===== config.mk =====
export PLATFORM = sky130hd
export DESIGN_NAME = regfile_master
export DESIGN_NICKNAME = d
export VERILOG_FILES = /design/src/rtl/regfile_pkg.sv /design/src/rtl/regfile_master.sv
export SDC_FILE = /design/constraint.sdc
export NUM_CORES = 1
export LEC_CHECK = 0
export CAP_MARGIN = 20
export CORE_MARGIN = 2
export CORE_UTILIZATION = 32
export DETAILED_ROUTE_END_ITERATION = 7
export GPL_TIMING_DRIVEN = 0
export PLACE_DENSITY = 0.66
export SETUP_SLACK_MARGIN = 0.5
export SYNTH_ARGS = -nofsm -noshare
export SYNTH_HDL_FRONTEND = slang
export SYNTH_SLANG_ARGS = --single-unit

===== constraint.sdc =====
create_clock -name clk -period 4.1 [get_ports clk]
set_input_delay 0.41 -clock clk [delete_from_list [all_inputs] [get_ports clk]]
set_output_delay 0.41 -clock clk [all_outputs]
set_load 0.01 [all_outputs]

===== src/rtl/regfile_pkg.sv =====
`default_nettype none
// ============================================================================
// Module   : regfile_pkg
// Brief    : Shared encodings for the register-file command master.
// Revision : 1.0 - initial release
// ============================================================================
package regfile_pkg;

    localparam int DEFAULT_ADDR_W = 2;
    localparam int DEFAULT_DATA_W = 32;

    localparam logic [1:0] OP_READ  = 2'b00;
    localparam logic [1:0] OP_WRITE = 2'b01;
    localparam logic [1:0] OP_CLEAR = 2'b10;
    localparam logic [1:0] OP_COPY  = 2'b11;

    typedef enum logic [2:0] {
        ST_IDLE    = 3'd0,
        ST_READ    = 3'd1,
        ST_RESP    = 3'd2,
        ST_WRITE   = 3'd3,
        ST_CLEAR   = 3'd4,
        ST_COPY_RD = 3'd5,
        ST_COPY_WR = 3'd6
    } state_t;

endpackage
`default_nettype wire


===== src/rtl/regfile_master.sv =====
`default_nettype none
// ============================================================================
// Module   : regfile_master
// Brief    : Sequences read/write/clear/copy commands onto a 2R1W register file.
// Revision : 1.0 - initial release
// ============================================================================
module regfile_master
    import regfile_pkg::*;
#(
    parameter int ADDR_W = DEFAULT_ADDR_W,
    parameter int DATA_W = DEFAULT_DATA_W
) (
    input  logic              clk,
    input  logic              reset,
    input  logic              cmd_valid,
    output logic              cmd_ready,
    input  logic [1:0]        cmd_op,
    input  logic [ADDR_W-1:0] cmd_addr_a,
    input  logic [ADDR_W-1:0] cmd_addr_b,
    input  logic [DATA_W-1:0] cmd_data,
    output logic              rsp_valid,
    input  logic              rsp_ready,
    output logic [DATA_W-1:0] rsp_data1,
    output logic [DATA_W-1:0] rsp_data2,
    output logic              busy,
    output logic [ADDR_W-1:0] readReg1,
    output logic [ADDR_W-1:0] readReg2,
    output logic [ADDR_W-1:0] WriteReg,
    output logic [DATA_W-1:0] WriteData,
    output logic              RegWrite,
    input  logic [DATA_W-1:0] ReadData1,
    input  logic [DATA_W-1:0] ReadData2
);

    localparam logic [ADDR_W-1:0] C_LAST = ADDR_W'((1 << ADDR_W) - 1);

    state_t            r_state;
    logic [ADDR_W-1:0] r_a;
    logic [ADDR_W-1:0] r_b;
    logic [DATA_W-1:0] r_d;
    logic [ADDR_W-1:0] r_cnt;
    logic              r_rspValid;
    logic [DATA_W-1:0] r_rspData1;
    logic [DATA_W-1:0] r_rspData2;
    logic [ADDR_W-1:0] r_readReg1;
    logic [ADDR_W-1:0] r_readReg2;
    logic [ADDR_W-1:0] r_writeReg;
    logic [DATA_W-1:0] r_writeData;
    logic              r_regWrite;

    // RegFile-side outputs are registered one state ahead so they are valid
    // for the whole cycle the FSM sits in the corresponding state.
    always_ff @(posedge clk or posedge reset) begin
        if (reset) begin
            r_state     <= ST_IDLE;
            r_a         <= '0;
            r_b         <= '0;
            r_d         <= '0;
            r_cnt       <= '0;
            r_rspValid  <= 1'b0;
            r_rspData1  <= '0;
            r_rspData2  <= '0;
            r_readReg1  <= '0;
            r_readReg2  <= '0;
            r_writeReg  <= '0;
            r_writeData <= '0;
            r_regWrite  <= 1'b0;
        end else begin
            case (r_state)
                ST_IDLE: begin
                    if (cmd_valid) begin
                        r_a <= cmd_addr_a;
                        r_b <= cmd_addr_b;
                        r_d <= cmd_data;
                        case (cmd_op)
                            OP_READ: begin
                                r_state    <= ST_READ;
                                r_readReg1 <= cmd_addr_a;
                                r_readReg2 <= cmd_addr_b;
                            end
                            OP_WRITE: begin
                                r_state     <= ST_WRITE;
                                r_regWrite  <= 1'b1;
                                r_writeReg  <= cmd_addr_a;
                                r_writeData <= cmd_data;
                            end
                            OP_CLEAR: begin
                                r_state     <= ST_CLEAR;
                                r_cnt       <= '0;
                                r_regWrite  <= 1'b1;
                                r_writeReg  <= '0;
                                r_writeData <= '0;
                            end
                            default: begin
                                r_state    <= ST_COPY_RD;
                                r_readReg1 <= cmd_addr_a;
                            end
                        endcase
                    end
                end
                ST_READ: begin
                    r_rspData1 <= ReadData1;
                    r_rspData2 <= ReadData2;
                    r_rspValid <= 1'b1;
                    r_readReg1 <= '0;
                    r_readReg2 <= '0;
                    r_state    <= ST_RESP;
                end
                ST_RESP: begin
                    if (rsp_ready) begin
                        r_rspValid <= 1'b0;
                        r_state    <= ST_IDLE;
                    end
                end
                ST_WRITE: begin
                    r_regWrite  <= 1'b0;
                    r_writeReg  <= '0;
                    r_writeData <= '0;
                    r_state     <= ST_IDLE;
                end
                ST_CLEAR: begin
                    if (r_cnt == C_LAST) begin
                        r_cnt      <= '0;
                        r_regWrite <= 1'b0;
                        r_writeReg <= '0;
                        r_state    <= ST_IDLE;
                    end else begin
                        r_cnt      <= r_cnt + ADDR_W'(1);
                        r_writeReg <= r_cnt + ADDR_W'(1);
                    end
                end
                ST_COPY_RD: begin
                    r_d         <= ReadData1;
                    r_readReg1  <= '0;
                    r_regWrite  <= 1'b1;
                    r_writeReg  <= r_b;
                    r_writeData <= ReadData1;
                    r_state     <= ST_COPY_WR;
                end
                ST_COPY_WR: begin
                    r_regWrite  <= 1'b0;
                    r_writeReg  <= '0;
                    r_writeData <= '0;
                    r_state     <= ST_IDLE;
                end
                default: begin
                    r_regWrite <= 1'b0;
                    r_readReg1 <= '0;
                    r_readReg2 <= '0;
                    r_writeReg <= '0;
                    r_state    <= ST_IDLE;
                end
            endcase
        end
    end

    assign cmd_ready = (r_state == ST_IDLE);
    assign busy      = (r_state != ST_IDLE);
    assign rsp_valid = r_rspValid;
    assign rsp_data1 = r_rspData1;
    assign rsp_data2 = r_rspData2;
    assign readReg1  = r_readReg1;
    assign readReg2  = r_readReg2;
    assign WriteReg  = r_writeReg;
    assign WriteData = r_writeData;
    assign RegWrite  = r_regWrite;

endmodule
`default_nettype wire


==> impl_metrics.csv, run 1 <==
group,metric,value,unit
global_routing,grt_pass1_vias,3939,
clocking,cts_root_buffer,"clkbuf_16",
power,leakage,0.00328,uW
worst_hold_path,min_path_type,"flop to flop",
cells_and_area,area_growth,54.3,%
synth,synthArstFlopShare,100,%
clocking,cts_buffers,9,
clocking,hold_buffers,0,
cells_and_area,finalNetCount,675,
cells_and_area,fin_area,7660,um2
clocking,clk_latency,340,ps
clocking,clockBufferDepth,2,
cells_and_area,drive_above_1_share,24.0,%
timing,hold_viol_final,0,
detailed_routing,wire_per_inst,17.4,um
timing,finalMaxSlewViolations,0,
synth,syn_area,4960,um2
die,die_width,129,um
cells_and_area,antenna_cells,0,
setup_path,required,3690,ps
clocking,cts.sinks,111,
clocking,post-cts-setup-buffers,0,
placed_design,dp_hpwl,9.97,mm
detailed_routing,first_pass_iters,4,
setup_path,arrival,2140,ps
synth,seq_area_frac_synth,56.0,%
setup_path,r2r-start,"r_state[0]",
synth,syn_avg_cell_area,14.6,um2
synth,synthCells,340,
power,cellPowerDensity,781,nW/um2
timing,post-route-min-period,2550,ps
cells_and_area,fill_cells,1308,
die,pin_count,212,
global_routing,grt_overflow_total,0,
synth,synth_cell_types,37,
clocking,ctsResizeCount,0,
timing,worst-slew-pin-transition,747,ps
global_routing,antenna_found_initial,0,
timing,fin_crit_sh,62.1,%
setup_path,critPathKind,"flop to primary output",
synth,syn_nets,452,
timing,rsz0062_at_grt,"false",
synth,ys_ff_latch,111,
setup_path,end_kind,"primary output",
setup_path,startpoint_type,"flop",
worst_hold_path,min_from,"readReg1[0]",
clocking,htreeDepth,3,
setup_path,startpoint,"r_state[0]",
detailed_routing,totalWireLength,13.1,mm
global_routing,grt_pass1_wl,20.6,mm
synth,synth_edf_count,0,
run_status,status,"completed",
timing,fin_hold_ws,495,ps
detailed_routing,routed_via_density,4.79,
timing,slew_headroom,50.2,%
power,power,5990,uW
timing,setup_viol,0,
synth,synth_ff_type,"dfrtp_1",
power,ir_drop,337,uV
timing,max_freq,392,MHz
setup_path,path_max_fanout,10,
cells_and_area,fin_util,50.4,%
detailed_routing,vias,3613,
placed_design,gp_congestion,0.777,
job,max_cap_viol_count,0,
detailed_routing,drc,0,
placed_design,place_area,7340,um2
die,rows,45,
die,die_h,129,um
die,design.core.area,15200,um2
die,die_area,16500,um2
global_routing,grt_max_degree,59,
detailed_routing,postRouteAntennaNets,0,
die,initial_core_util,32.7,%
detailed_routing,drt_iter0_drc,91,
global_routing,grt_util_all_layers,15.9,%
setup_path,ff2ff_setup_slack,2180,ps
clocking,cts_tree,"yes",
clocking,clkTransAtPathRegs,70,ps
timing,fin_skew,3.30,ps
synth,yosys_warnings,0,
placed_design,port_buffers,211,
metrics by stage:
stage                     setup WS [ps]  setup TNS, ps  cells
after floorplan                     759              0    340
after global placement             -890         -97800    739
after detailed placement           1440              0    740
after CTS                          1490              0    754
after global routing               1410              0    754
final                              1550              0    754
where the power goes:
group / switching (uW) / leakage [uW] / internal (uW)
sequential: 293 / 0.00135 / 1640
clock: 383 / 0.000154 / 562
combinational: 1190 / 0.00178 / 1910
layout by cell type, fill, tap and decap left out, drive strengths merged, types with 2 or more instances in the layout:
cell	synthesis	final
nor3b	2	2
dfrtp	111	111
bufinv	0	2
nand2b	2	2
a21oi	8	8
a22o	32	32
clkdlybuf4s50	0	211
a32o	4	4
clkbuf	6	17
ha	6	6
inv	9	9
nand2	11	11
a31oi	3	3
mux2	98	98
o22ai	2	2
nor3	3	3
buf	17	18
nor2	4	4
o21ai	9	9
critical path: stages (launching register included):
cell	delay [ps]
dfrtp_1	430
buf_6	160
nor3_1	530
clkdlybuf4s50_1	680
cell usage after synthesis (all sizes together) (2+ instances only):
master  instances  area, um2
mux2           98       1220
inv             9       33.8
clkbuf          6       22.5
a21oi           8       43.8
a31oi           3       18.8
ha              6       75.1
nand2b          2       12.5
nand2          11       48.8
buf            17        166
a22o           32        280
nor3b           2       15.0
nor3            3       15.0
a32o            4       40.0
nor2            4       15.0
o21ai           9       45.0
o22ai           2       12.5
dfrtp         111       2780
worst paths after layout:
kind	to	cells after the start
setup reg to reg	r_b[1]	4
setup / recovery	cmd_ready	3
min in group asynchronous	rsp_data2[20]	2
hold reg to reg	readReg1[0]	2
hold / removal	readReg1[0]	2
max in group asynchronous	WriteData[19]	3
cell type report:
class	count	area, um2	share of cell area, %
Buffer	23	189	2.47
Clock buffer	11	253	3.30
Clock inverter	3	67.6	0.882
Inverter	9	36.3	0.474
Multi-Input combinational cell	197	1960	25.6
Sequential cell	111	2780	36.3
Tap cell	188	235	3.07
Timing Repair Buffer	212	2140	27.9
flip-flops by register name (all words and copies together) (netlist names), 3 cells and up:
register and cells:
r_state 3, rsp_data1 32, rsp_data2 32, WriteData 32
kinds of logic after synthesis:
family | count (synthesis) | share of synthesized area (%)
XOR/XNOR | 1 | 0.328
AND/OR/NAND/NOR | 28 | 3.08
flip-flops | 111 | 56.0
buffers and inverters | 32 | 4.49
multiplexers | 99 | 24.7
AO/OA/AOI/OAI | 63 | 9.93
adder cells (fa/ha/maj) | 6 | 1.51
routing by layer:
| metal | GRT usage, % | wire length (um) | vias up | part of all wire (%) |
|---|---|---|---|---|
| li1 | - | - | 1675 | - |
| met1 | 18.8 | 5370 | 1797 | 41 |
| met2 | 28.4 | 6750 | 129 | 51 |
| met3 | 4.62 | 887 | 12 | 6.7 |
| met4 | 3.77 | 136 | 0 | 1.0 |
| met5 | 0 | 0 | - | 0 |
No activity file was read; power rests on OpenSTA's default activity.
==> inputs of run 2 (changes only) <==
PLACE_DENSITY = 0.69   (was 0.66)
clock period = 2.3 ns   (was 4.1 ns; I/O delays follow)
==> run 2 against run 1 <==
Net effect:
- power is 86% higher
- sequential share of layout area fell by 1.6 points
- hold slack got worse by 140 ps
- count of clock-buffer cells in the layout is 2 lower
- non-clock buffer count grew 29
- final cell count rose by 4.0%
- sequential power grew 78%
- first-iteration DRC count rose by 49%
- clock skew up 3.4 ps
- routed wire length increased by 3.0%
- utilization rose by 2.3 points
- critical path depth up 3
- critical path type is now flop to flop
- largest cell class unchanged
==> impl_metrics.csv, run 2 (synthesis gave the netlist of run 1 again) <==
group,metric,value,unit
timing,worst-slew-pin-transition,719,ps
setup_path,slowest_delay,550,ps
power,clockPowerShare,12.8,%
detailed_routing,routed_via_density,4.84,
setup_path,cp_common_cell,"buf_6",
setup_path,critPathKind,"flop to flop",
timing,post-route-min-period,1880,ps
die,initial_core_util,32.7,%
timing,finalMaxSlewViolations,0,
clocking,htreeDepth,3,
setup_path,end_kind,"flop",
job,max_cap_viol_count,0,
clocking,cts_tree,"yes",
worst_hold_path,min_path_type,"primary input to asynchronous set/reset pin",
global_routing,grt_pass1_wl,21.1,mm
global_routing,grt_overflow_total,0,
clocking,hold_buffers,0,
cells_and_area,fin_util,52.7,%
detailed_routing,vias,3795,
timing,fin_crit_sh,81.6,%
timing,fin_skew,6.66,ps
cells_and_area,area_growth,61.4,%
setup_path,startpoint_type,"flop",
global_routing,grt_pass1_vias,4067,
cells_and_area,finalNetCount,704,
timing,fin_ws,422,ps
placed_design,dp_slack,-195,ps
power,combPwrFrac,56.1,%
clocking,cts_root_buffer,"clkbuf_16",
detailed_routing,drt_iter0_drc,136,
power,power.switching,3540,uW
clocking,cts_buffers,9,
detailed_routing,postRouteAntennaNets,0,
placed_design,dp_hpwl,9.82,mm
timing,rsz0062_at_grt,"true",
die,die_h,129,um
clocking,clk_latency,350,ps
cells_and_area,fill_cells,1333,
power,power_switching_share,31.8,%
clocking,clockBufferDepth,2,
setup_path,arrival,2110,ps
cells_and_area,antenna_cells,0,
timing,setup_viol,0,
detailed_routing,drc,0,
setup_path,cpMaxStageDelayCell,"or4_4",
clocking,cts.sinks,111,
power,cellPowerDensity,1390,nW/um2
setup_path,path_max_fanout,7,
power,ir_drop,632,uV
power,leakage,0.00346,uW
timing,hold_viol_final,0,
placed_design,port_buffers,211,
timing,slew_headroom,51.9,%
die,die_area,16500,um2
setup_path,crit_chain,"buf_6, or4_4, nand2_8, buf_6, buf_12, mux2_4",
cells_and_area,drive_above_1_share,28.9,%
clocking,clkTransAtPathRegs,70,ps
die,die_width,129,um
die,design.core.area,15200,um2
global_routing,grt_max_degree,43,
power,p_int,7600,uW
detailed_routing,totalWireLength,13.5,mm
timing,setup_tns,0,ps
global_routing,grt_util_all_layers,16.4,%
die,rows,45,
detailed_routing,wire_per_inst,17.3,um
cells_and_area,mostFrequentLayoutCell,"clkdlybuf4s50_1",
global_routing,antenna_found_initial,0,
power,seqPwrFrac,31.1,%
die,pin_count,212,
timing,max_freq,533,MHz
detailed_routing,first_pass_iters,4,
cells_and_area,layout_common_cells,"206 x clkdlybuf4s50_1, 111 x dfrtp_1, 68 x mux2_2",
run_status,status,"completed",
setup_path,required,2530,ps
placed_design,gp_congestion,0.832,
[run 2: timing repair]
action / in CTS / in global routing
endpoints found under the hold margin: 0 / 0
pin swaps: 7 / 5
cloned: 3 / 0
setup endpoints to repair: 96 / 92
resized for setup: 27 / 11
setup buffers: 13 / 12
[run 2: cell type report]
| type | instances | area (um2) | area share, % |
|---|---|---|---|
| well taps | 188 | 235 | 2.94 |
| inverters | 9 | 37.5 | 0.469 |
| clock buffers | 9 | 225 | 2.81 |
| flip-flops and latches | 111 | 2780 | 34.7 |
| plain buffers | 23 | 219 | 2.73 |
| clock inverters | 6 | 38.8 | 0.484 |
| repair buffers | 241 | 2460 | 30.7 |
| multi-input cells | 197 | 2010 | 25.1 |
[run 2: per-stage QoR]
step	cell area, um2	total power, uW	instances	hold slack (ps)
2_1_floorplan	4970	6410	340	366
3_3_place_gp	7310	8950	739	467
3_5_place_dp	7350	9090	741	486
4_1_cts	7900	11000	772	370
5_1_grt	8010	11800	784	418
6_report	8010	11100	784	359
[run 2: worst max-delay path, delay by kind of cell (launching register included)]
family | cells | cell delay (ps)
AND/OR/NAND/NOR | 2 | 690
flip-flops | 1 | 400
buffers and inverters | 3 | 360
multiplexers | 1 | 300
[run 2: worst paths after layout]
check / startpoint / end / slack [ps] / depth (start not counted)
min reg2reg: readReg1[0] / readReg1[0] / 490 / 2
min in group clk: cmd_valid / r_state[2] / 440 / 3
max reg2reg: r_state[1] / WriteData[8] / 420 / 6
max: r_state[1] / WriteData[8] / 420 / 6
max in group asynchronous: reset / WriteData[24] / 1300 / 3
min: reset / rsp_data2[27] / 360 / 2
[run 2: routing by layer]
metal,vias up,global-route usage [%],routed length (um)
li1,1740,-,-
met1,1888,19.2,5490
met2,143,29.2,6920
met3,24,4.16,801
met4,0,6.01,321
met5,-,0,0
[run 2: power by group through the flow]
stage                     Sequential [uW]  Combinational [uW]  Clock, uW
final                                3460                6250       1430
after global placement               3440                5520          0
after CTS                            3470                6070       1490
after global routing                 3590                6640       1570
after floorplan                      3850                2560          0
after detailed placement             3500                5590          0
